[config.mk]
export PLATFORM = sky130hd
export DESIGN_NAME = booth_r8_ctrl
export DESIGN_NICKNAME = d
export VERILOG_FILES = /design/src/rtl/booth_pkg.sv /design/src/rtl/booth_r8_encoder.sv /design/src/rtl/booth_r8_ctrl.sv
export SDC_FILE = /design/constraint.sdc
export NUM_CORES = 1
export LEC_CHECK = 0
export ABC_AREA = 1
export CORE_UTILIZATION = 40
export CTS_CLUSTER_SIZE = 24
export DETAILED_ROUTE_END_ITERATION = 8
export GPL_ROUTABILITY_DRIVEN = 0
export PLACE_DENSITY_LB_ADDON = 0.25
export SETUP_SLACK_MARGIN = 0.02
export SLEW_MARGIN = 20
export SYNTH_ARGS = -nofsm -noshare
export SYNTH_HDL_FRONTEND = slang
export SYNTH_HIERARCHICAL = 1
export SYNTH_SLANG_ARGS = --single-unit
[constraint.sdc]
create_clock -name Clock -period 1.6 [get_ports Clock]
set_input_delay 0.32 -clock Clock [delete_from_list [all_inputs] [get_ports Clock]]
set_output_delay 0.32 -clock Clock [all_outputs]
set_load 0.005 [all_outputs]
[src/rtl/booth_pkg.sv]
// Shared definitions for the radix-8 Booth multiplier control and datapath:
// controller state encoding, multiple-select codes, width/step derivation
// and the Booth digit table.
package booth_pkg;

  // Controller states
  typedef enum logic [2:0] {
    ST_IDLE  = 3'd0,
    ST_LOAD  = 3'd1,
    ST_EVAL  = 3'd2,
    ST_SHIFT = 3'd3,
    ST_DONE  = 3'd4
  } state_t;

  // Multiple of the multiplicand selected for an add/subtract
  typedef enum logic [1:0] {
    MSEL_M1 = 2'd0,
    MSEL_M2 = 2'd1,
    MSEL_M3 = 2'd2,
    MSEL_M4 = 2'd3
  } msel_t;

  localparam int WIDTH_DEFAULT = 8;

  // Booth digits needed to cover a WIDTH-bit operand plus its sign:
  // ceil((width + 1) / 3)
  function automatic int booth_steps(input int width);
    return (width + 3) / 3;
  endfunction

  // Radix-8 digit for each 4-bit window, as 4-bit two's complement.
  // Entry n sits in nibble n (entry 15 is the leftmost nibble).
  localparam logic [15:0][3:0] DIGIT_TABLE = 64'h0FFE_EDDC_4332_2110;

endpackage

[src/rtl/booth_r8_encoder.sv]
// Radix-8 Booth window encoder: turns a 4-bit overlapping window of the
// multiplier into add/subtract intent and the multiple select code.
module booth_r8_encoder
  import booth_pkg::*;
(
  input  logic [3:0] window,
  output logic       nonzero,
  output logic       negative,
  output logic [1:0] msel
);

  logic [3:0] digit;

  // Table lookup, then split the signed digit into sign and magnitude code
  always_comb begin
    digit    = DIGIT_TABLE[window];
    nonzero  = (digit != 4'd0);
    negative = digit[3];
    case (digit)
      4'h1, 4'hF: msel = MSEL_M1;
      4'h2, 4'hE: msel = MSEL_M2;
      4'h3, 4'hD: msel = MSEL_M3;
      4'h4, 4'hC: msel = MSEL_M4;
      default:    msel = MSEL_M1;
    endcase
  end

endmodule

[src/rtl/booth_r8_ctrl.sv]
// Radix-8 Booth multiplier controller. Captures the multiplier on Start,
// walks its overlapping 4-bit windows and issues Load / Add / Addc / Shift
// commands to the datapath, finishing with a one-cycle Done pulse.
// All outputs are registered and decoded from the state being entered.
module booth_r8_ctrl
  import booth_pkg::*;
#(
  parameter int WIDTH = WIDTH_DEFAULT
) (
  input  logic             Clock,
  input  logic             Reset,
  input  logic             Start,
  input  logic [WIDTH-1:0] Mplier,
  output logic             Load,
  output logic             Add,
  output logic             Addc,
  output logic [1:0]       MSel,
  output logic             Shift,
  output logic             Busy,
  output logic             Done
);

  localparam int STEPS  = booth_steps(WIDTH);
  localparam int SR_W   = 3 * STEPS + 1;
  localparam int STEP_W = (STEPS > 1) ? $clog2(STEPS) : 1;
  localparam logic [STEP_W-1:0] LAST_STEP = STEP_W'(STEPS - 1);

  state_t            state_reg;
  logic [SR_W-1:0]   sr_reg;
  logic [STEP_W-1:0] step_reg;

  logic [3:0] window;
  logic       enc_nonzero;
  logic       enc_negative;
  logic [1:0] enc_msel;

  // Window seen by the EVAL cycle about to be entered: leaving SHIFT the
  // register is shifting by 3 on the same edge, so look 3 bits higher.
  assign window = (state_reg == ST_SHIFT) ? sr_reg[6:3] : sr_reg[3:0];

  booth_r8_encoder u_encoder (
    .window   (window),
    .nonzero  (enc_nonzero),
    .negative (enc_negative),
    .msel     (enc_msel)
  );

  // Sequencer: state, shadow register, step count and registered commands
  always_ff @(posedge Clock) begin
    if (Reset) begin
      state_reg <= ST_IDLE;
      sr_reg    <= '0;
      step_reg  <= '0;
      Load      <= 1'b0;
      Add       <= 1'b0;
      Addc      <= 1'b0;
      MSel      <= MSEL_M1;
      Shift     <= 1'b0;
      Busy      <= 1'b0;
      Done      <= 1'b0;
    end else begin
      Load  <= 1'b0;
      Add   <= 1'b0;
      Addc  <= 1'b0;
      MSel  <= MSEL_M1;
      Shift <= 1'b0;
      Busy  <= 1'b0;
      Done  <= 1'b0;
      case (state_reg)
        ST_IDLE: begin
          if (Start) begin
            // Low bit is the implicit b(-1) = 0
            sr_reg    <= {{(SR_W - 1 - WIDTH){Mplier[WIDTH-1]}}, Mplier, 1'b0};
            state_reg <= ST_LOAD;
            Load      <= 1'b1;
            Busy      <= 1'b1;
          end
        end
        ST_LOAD: begin
          step_reg  <= '0;
          state_reg <= ST_EVAL;
          Busy      <= 1'b1;
          Add       <= enc_nonzero & ~enc_negative;
          Addc      <= enc_nonzero & enc_negative;
          MSel      <= enc_msel;
        end
        ST_EVAL: begin
          state_reg <= ST_SHIFT;
          Shift     <= 1'b1;
          Busy      <= 1'b1;
        end
        ST_SHIFT: begin
          sr_reg   <= {{3{sr_reg[SR_W-1]}}, sr_reg[SR_W-1:3]};
          step_reg <= step_reg + 1'b1;
          Busy     <= 1'b1;
          if (step_reg == LAST_STEP) begin
            state_reg <= ST_DONE;
            Done      <= 1'b1;
          end else begin
            state_reg <= ST_EVAL;
            Add       <= enc_nonzero & ~enc_negative;
            Addc      <= enc_nonzero & enc_negative;
            MSel      <= enc_msel;
          end
        end
        ST_DONE: begin
          state_reg <= ST_IDLE;
        end
        default: begin
          state_reg <= ST_IDLE;
        end
      endcase
    end
  end

endmodule

==> results.txt, run 1 <==
Status -> finished, violations left
Violated checks -> setup timing
Synth top cells by count -> nand2_1, dfxtp_1, nor2_1, inv_1, nand3_1
Grt total ovfl -> 0
# H-tree levels -> 1
Fillers -> 235
Port Buffers -> 18
Num rows -> 18
Layout cells sized above 1 -> 22.9%
Initial Utilization -> 43.5%
Crit path launch type -> flip-flop
WL met3 -> 93 um
Most frequent cell after synthesis -> nand2_1
First DRT Iteration DRCs -> 25
Peak Freq -> 0.610 GHz
Final hold vios -> 0
Worst-case clock buffer depth -> 2
Slew Limit Fails -> 0
Pwr Density -> 762 nW/um2
Std-Cell Core Area -> 2540 um2
Clock Tree Root -> clkbuf_4
Max IR drop VDD -> 0.000484 V
Worst setup margin -> -0.0381 ns
Setup Skew -> 0.00172 ns
Max cap viols -> 0
Die ar. -> 2980 um2
Syn Std Cell Area -> 1110 um2
Clock-pin slew on the worst setup and hold paths -> 0.12 ns
Critical Path AT -> 1.86 ns
Hpwl dp -> 1890 um
Layout Nets -> 207
Area Overhead vs Synth -> 38.2%
Largest cells by area after synthesis -> dfxtp_1, nand2_1, nor2_1, nand3_1, inv_1
Total track usage -> 19.4%
Crit share post-route -> 102%
Drt total wl -> 2670 um
Die width -> 54.6 um
Vias -> 1137
Biggest area consumer among synthesized cells -> dfxtp_1
DRC -> 0
Antenna Cells -> 0
Setup TNS Final -> -0.0685 ns
Clk_lat worst skew -> 0.31 ns
Clk sink count -> 23
Synth top area share -> 41.6%
Antenna violations before repair -> 0
Async SR Flop Fraction -> 0%
Crit end category -> flip-flop
Max_slew headroom -> 77.9%
Setup-failing EPs final -> 2
First-pass GRT wire length -> 4040 um
Vias per cell -> 5.12
Pin count of the biggest net entering global routing -> 24
Synthesized area per cell -> 6.84 um2
R2R Setup Slk -> -0.04 ns
Vias in the first global route -> 953
Post-synthesis register bit count -> 23
Synth Warn # -> 6
Synth cell types -> 26
Crit-path max FO -> 6
Finished Core Util -> 60.1%
RSZ-0062 raised after global routing -> true
Die H -> 54.6 um
TritonCTS clock tree -> done
CTS buffer count -> 3
CP Class -> reg2reg
Mapped Nets -> 176
Antenna viol nets, final -> 0
Post-Route M1 WL -> 1110 um
Ports -> 19
Post-Synthesis Cells -> 162
Detailed-route wire length per cell -> 12.0 um
Min-Delay Path Class -> reg2reg
Tmin final -> 1.64 ns
FF+latch area -> 464 um2
Ys flop type -> dfxtp_1
Largest register FFs -> 10
Leakage power -> 0.701 nW
Top sig layer -> met4
Multi-input gate area -> 651 um2
EDFF count, synth -> 0
Worst Max-Slew Pin Slew -> 0.330 ns
Critical Path RT -> 1.82 ns
Met2 WL -> 1430 um
Seq/Total Area, Yosys -> 41.6%
First drt pass iteration count -> 4
worst paths after layout:
check / start / endpoint / cells past startpoint
setup / recovery: state_reg[2] / MSel[1] / 13
setup reg to reg: state_reg[2] / MSel[1] / 13
hold / removal: sr_reg[2] / sr_reg[2] / 2
hold reg to reg: sr_reg[2] / sr_reg[2] / 2
per-stage QoR:
step | setup WS [ns] | hold WS (ns) | power, mW | std cells | cell area, um2
finish | -0.0381 | 0.497 | 1.17 | 222 | 1530
global route | -0.146 | 0.527 | 1.23 | 222 | 1530
CTS | -0.0108 | 0.500 | 1.17 | 219 | 1470
detailed placement | -0.0463 | 0.481 | 0.882 | 211 | 1380
global placement | 0.0440 | 0.465 | 0.872 | 211 | 1380
floorplan | -0.00723 | 0.399 | 0.797 | 162 | 1160
repair_timing:
item / in CTS / in global routing
setup endpoints to repair: 3 / 4
resized for setup: 8 / 10
pin swaps: 1 / 9
setup buffers: 4 / 3
hold buffers: 0 / 0
metal layers:
layer  GRT usage (%)  up-vias
met5               0        -
met4            8.97        0
met3            1.94        4
met2            34.7       22
met1            22.9      535
li1                -      576
layout by cell type, fill, tap and decap left out, drive strengths merged:
cell / Yosys / final
clkinv: 1 / 1
nand3b: 3 / 3
buf: 4 / 14
o21ai: 10 / 10
nand4: 3 / 3
nand3: 12 / 12
clkdlybuf4s50: 0 / 18
a22oi: 1 / 1
clkbuf: 2 / 4
nor3: 4 / 4
a21oi: 5 / 5
inv: 16 / 16
nand2: 50 / 50
nor2: 22 / 22
nor3b: 1 / 1
nor4: 1 / 1
dfxtp: 23 / 23
ha: 3 / 3
o21a: 1 / 1
worst max-delay path: stages, from the launching register on:
cell     delay [ns]
dfxtp_2        0.36
inv_4          0.07
nand3_4        0.11
o21ai_4        0.24
ha_4           0.19
nand2_4        0.07
nand2_4        0.10
nand2_2        0.05
nand2_2        0.07
nand2_1        0.06
nand3_1        0.06
nand2_1        0.06
nand2_1        0.06
nor2_1         0.03
power by group:
| part | internal, mW | switching, mW | total [mW] | leakage, nW |
|---|---|---|---|---|
| clock network | 0.0974 | 0.173 | 0.270 | 0.0150 |
| logic | 0.121 | 0.147 | 0.268 | 0.496 |
| registers | 0.608 | 0.0189 | 0.627 | 0.189 |
logic make-up after synthesis:
family / Yosys count / synth area share (%)
and+or+nand+nor: 96 / 38.0
buffers and inverters: 23 / 8.59
DFF: 23 / 41.6
AOI/OAI and AO/OA: 17 / 8.47
adders and majority gates: 3 / 3.39
area by class of cell:
class / instances / share of cell area (%)
inverters: 17 / 4.33
clock buffers: 4 / 1.72
flip-flops and latches: 23 / 30.3
well taps: 30 / 2.45
repair buffers: 32 / 18.6
multi-input cells: 116 / 42.5
Note: power is estimated with default switching activity, not from simulation.
==> inputs of run 2 (changes only) <==
- TNS_END_PERCENT: default -> 5
==> results.txt, run 2 (synthesis results as in run 1) <==
First-pass GRT wire length -> 3930 um
Num rows -> 18
Die ar. -> 2980 um2
Setup TNS Final -> -0.0879 ns
Worst-case clock buffer depth -> 2
Layout Nets -> 206
Clk sink count -> 23
Critical Path RT -> 1.82 ns
Gate power share -> 22.6%
Die width -> 54.6 um
CTS Hold Bufs -> 0
Max_slew headroom -> 79.9%
Worst setup margin -> -0.0582 ns
Setup Skew -> 0.00162 ns
Placed Instances -> 212
Sequential share of power -> 54.4%
First drt pass iteration count -> 4
Peak Freq -> 0.603 GHz
Tmin final -> 1.66 ns
Crit path launch type -> flip-flop
Final hold vios -> 0
Total track usage -> 18.7%
Clock-pin slew on the worst setup and hold paths -> 0.12 ns
# H-tree levels -> 1
Vias -> 1093
Initial Utilization -> 43.5%
Violated checks -> setup timing
Leakage power -> 0.694 nW
Placed Area -> 1390 um2
Post-route cell area -> 1510 um2
Antenna viol nets, final -> 0
Final Instance Count excl. Fillers -> 221
Vias per cell -> 4.95
Critical Path AT -> 1.88 ns
Std-Cell Core Area -> 2540 um2
Fillers -> 233
Net Sw Frac -> 28.6%
Slew Limit Fails -> 0
Worst hold margin -> 0.488 ns
CP Buf/Inv Count -> 1
CP max stage cell -> dfxtp_2
Crit end category -> flip-flop
Min-Delay Path Class -> reg2reg
TritonCTS clock tree -> done
CTS buffer count -> 3
Max cap viols -> 0
Setup-failing EPs final -> 2
Hpwl dp -> 1820 um
First DRT Iteration DRCs -> 13
Crit share post-route -> 104%
Most frequent cells in the layout -> nand2_1, dfxtp_1, nor2_1
DRC -> 0
RSZ-0062 raised after global routing -> true
Port Buffers -> 18
Commonest non-fill, non-tap cell in the layout -> nand2_1
Vias in the first global route -> 932
Total power -> 1.15 mW
CP Class -> reg2reg
Grt total ovfl -> 0
Pwr Density -> 763 nW/um2
Worst Max-Slew Pin Slew -> 0.299 ns
Clk_lat worst skew -> 0.31 ns
Crit-path max FO -> 8
Cell internal pwr -> 824 uW
CP Cell Sequence -> inv_2 > nand3_4 > o21ai_4 > ha_4 > nand2_4 > nand2_4 > nand2_2 > nand2_2 > nand2_1 > nand3_1 > nand2_1 > nand2_1 > nor2_1
Clock Tree Root -> clkbuf_4
Largest register FFs -> 10
Dpl ws -> -0.0840 ns
Layout cells sized above 1 -> 20.9%
Finished Core Util -> 59.4%
Status -> finished, violations left
Detailed-route wire length per cell -> 11.6 um
Area Overhead vs Synth -> 36.6%
Pin count of the biggest net entering global routing -> 21
Top cell by count, worst path -> nand2_1
Antenna violations before repair -> 0
Die H -> 54.6 um
Drt total wl -> 2550 um
Max IR drop VDD -> 0.000521 V
Max incr delay on CP -> 0.34 ns
Ports -> 19
Clk pwr share -> 23.1%
Antenna Cells -> 0
Top Family by Delay on Critical Path -> simple AND/OR/NAND/NOR gates
Switching power -> 330 uW
## run 2: changes by cell type in the layout (fill, tap and decap cells not counted), sizes merged
cell	previous run	this run
buf	14	13
## run 2: worst paths after layout
kind / endpoint / from / slack (ns) / depth (start not counted)
worst max register to register: MSel[1] / state_reg[2] / -0.06 / 13
worst min-delay path: step_reg[0] / step_reg[0] / 0.49 / 2
worst min register to register: step_reg[0] / step_reg[0] / 0.49 / 2
worst max-delay path: MSel[1] / state_reg[2] / -0.06 / 13
## run 2: power groups by stage
stage | logic [mW] | clock network [mW] | registers, mW
after floorplan | 0.162 | 0 | 0.635
after global placement | 0.235 | 0 | 0.638
after detailed placement | 0.238 | 0 | 0.641
after CTS | 0.243 | 0.285 | 0.628
after global routing | 0.294 | 0.303 | 0.630
final | 0.261 | 0.266 | 0.627
## run 2: repair_timing
action                                  in CTS  in global routing
gates resized for setup                      4                 13
endpoints found under the setup margin       4                  4
pin swaps                                    1                 13
buffers inserted                             2                  3
hold endpoints to repair                     0                  0
gates cloned                                 0                  0
## run 2: worst reg2reg max path, stage by stage (launching register included)
cell	delay [ns]
dfxtp_2	0.34
inv_2	0.08
nand3_4	0.13
o21ai_4	0.25
ha_4	0.19
nand2_4	0.07
nand2_4	0.10
nand2_2	0.06
nand2_2	0.06
nand2_1	0.06
nand3_1	0.08
nand2_1	0.07
nand2_1	0.06
nor2_1	0.03
## run 2: area by class of cell
type                    count  area [um2]  area share [%]
well taps                  30        37.5            2.48
flip-flops and latches     23         469            31.0
multi-input cells         116         638            42.2
inverters                  17        63.8            4.22
clock buffers               4        26.3            1.74
repair buffers             31         278            18.4
## run 2: routing by layer
metal	up-vias	share of wire (%)	routed length [um]	GRT usage, %
li1	577	-	-	-
met1	505	47	1210	23.3
met2	7	49	1260	32.1
met3	4	1.7	44	1.67
met4	0	1.5	39	8.97
met5	-	0	0	0
==> inputs of run 3 (changes only) <==
- CORE_MARGIN: default -> 1.5
==> results.txt, run 3 (synthesis results as in run 1) <==
Setup TNS Final -> -0.144 ns
Die width -> 55.6 um
Num rows -> 18
Crit-path max FO -> 6
DRC -> 0
Clk_lat worst skew -> 0.32 ns
RSZ-0062 raised after global routing -> true
Crit path launch type -> flip-flop
CTS Hold Bufs -> 0
Tmin final -> 1.69 ns
CP Cell Sequence -> inv_2 > nand3_4 > nand2_2 > o21ai_4 > ha_2 > nand2_2 > inv_1 > nor2_1 > nand2_1 > nand3_1 > nand2_1 > inv_1 > nand2_1 > nor3_2
R2R Setup Slk -> -0.09 ns
Antenna violations before repair -> 0
Std-Cell Core Area -> 2540 um2
Peak Freq -> 0.593 GHz
Ports -> 19
Crit end category -> flip-flop
TritonCTS clock tree -> done
Detailed-route wire length per cell -> 11.3 um
Worst-case clock buffer depth -> 2
Hold Crit Start -> step_reg[0]
Max_slew headroom -> 79.3%
Port Buffers -> 18
Final Instance Count excl. Fillers -> 218
Area Overhead vs Synth -> 30.8%
Antenna viol nets, final -> 0
Die H -> 55.6 um
Top cell by count, worst path -> nand2_1
Violated checks -> setup timing
Die ar. -> 3090 um2
Pin count of the biggest net entering global routing -> 24
Worst Max-Slew Pin Slew -> 0.309 ns
Grt total ovfl -> 0
Clock-pin slew on the worst setup and hold paths -> 0.12 ns
CP Class -> reg2reg
FF-to-FF Start -> state_reg[2]
Total track usage -> 16.1%
Vias per cell -> 5.10
Top Family by Delay on Critical Path -> simple AND/OR/NAND/NOR gates
Clk sink count -> 23
Largest register FFs -> 10
Vias -> 1112
Placed Instances -> 211
Layout cells sized above 1 -> 17.6%
Worst r2r dst -> MSel[0]
Hold Path End -> step_reg[0]
Leakage power -> 0.668 nW
Initial Utilization -> 43.5%
Status -> finished, violations left
Drt total wl -> 2470 um
Critical Path AT -> 1.94 ns
Critical Path RT -> 1.85 ns
Worst setup margin -> -0.0877 ns
CP Buf/Inv Count -> 3
Worst R2R Path Depth -> 14
# H-tree levels -> 1
Max incr delay on CP -> 0.35 ns
Commonest non-fill, non-tap cell in the layout -> nand2_1
First-pass GRT wire length -> 4000 um
First drt pass iteration count -> 4
Fillers -> 246
Setup-failing EPs final -> 2
Hold path depth -> 2
Setup Skew -> 0.00370 ns
CP max stage cell -> dfxtp_2
First DRT Iteration DRCs -> 26
Min-Delay Path Class -> reg2reg
Total power -> 1.15 mW
Clock Tree Root -> clkbuf_4
Layout Nets -> 203
Vias in the first global route -> 981
Pwr Density -> 792 nW/um2
Max cap viols -> 0
Final hold vios -> 0
Finished Core Util -> 56.9%
CTS buffer count -> 3
Antenna Cells -> 0
Most frequent cells in the layout -> nand2_1, dfxtp_1, nor2_1
Max IR drop VDD -> 0.000549 V
Crit share post-route -> 105%
Hpwl dp -> 1720 um
Slew Limit Fails -> 0
## run 3: power by group
part / switching, mW / internal [mW]
clock: 0.175 / 0.0937
sequential: 0.0192 / 0.608
combinational: 0.138 / 0.114
total: 0.332 / 0.815
## run 3: worst max path at each step
stage	cells after the start	endpoint	startpoint	slack, ns
final	14	MSel[0]	state_reg[2]	-0.09
after global routing	13	MSel[0]	state_reg[2]	-0.19
after CTS	12	MSel[0]	state_reg[2]	-0.02
after detailed placement	13	MSel[0]	state_reg[1]	-0.02
after global placement	12	MSel[1]	state_reg[1]	0.04
after floorplan	14	MSel[0]	state_reg[1]	-0.007
## run 3: routing by layer
metal	global-route usage, %	part of all wire, %	vias to the layer above
met5	0	0	-
met4	6.27	2.3	0
met3	3.26	3.6	9
met2	27.6	48	29
met1	19.7	46	504
li1	-	-	570
## run 3: stage by stage
step           setup WS (ns)  hold WS (ns)  instance area (um2)
2_1_floorplan       -0.00723         0.399                 1160
3_3_place_gp          0.0444         0.464                 1380
3_5_place_dp         -0.0208         0.479                 1380
4_1_cts              -0.0216         0.496                 1430
5_1_grt               -0.188         0.518                 1450
6_report             -0.0877         0.490                 1450
## run 3: worst reg2reg max path, stage by stage, from the launching register on
cell and delay, ns:
dfxtp_2 0.35, inv_2 0.09, nand3_4 0.12, nand2_2 0.10
o21ai_4 0.06, ha_2 0.18, nand2_2 0.09, inv_1 0.05
nor2_1 0.10, nand2_1 0.09, nand3_1 0.09, nand2_1 0.05
inv_1 0.05, nand2_1 0.07, nor3_2 0.12
## run 3: what timing repair did
action | 4_1_cts | 5_1_grt
buffers inserted | 3 | 0
setup endpoints to repair | 2 | 8
gates resized for setup | 3 | 4
pin swaps | 0 | 0
## run 3: cell type report
class	count	area (um2)	share of cell area (%)
clock buffers	3	22.5	1.55
clock inverters	1	5.00	0.345
inverters	17	63.8	4.40
multi-input cells	116	597	41.2
flip-flops and latches	23	464	32.0
well taps	30	37.5	2.59
repair buffers	28	259	17.9
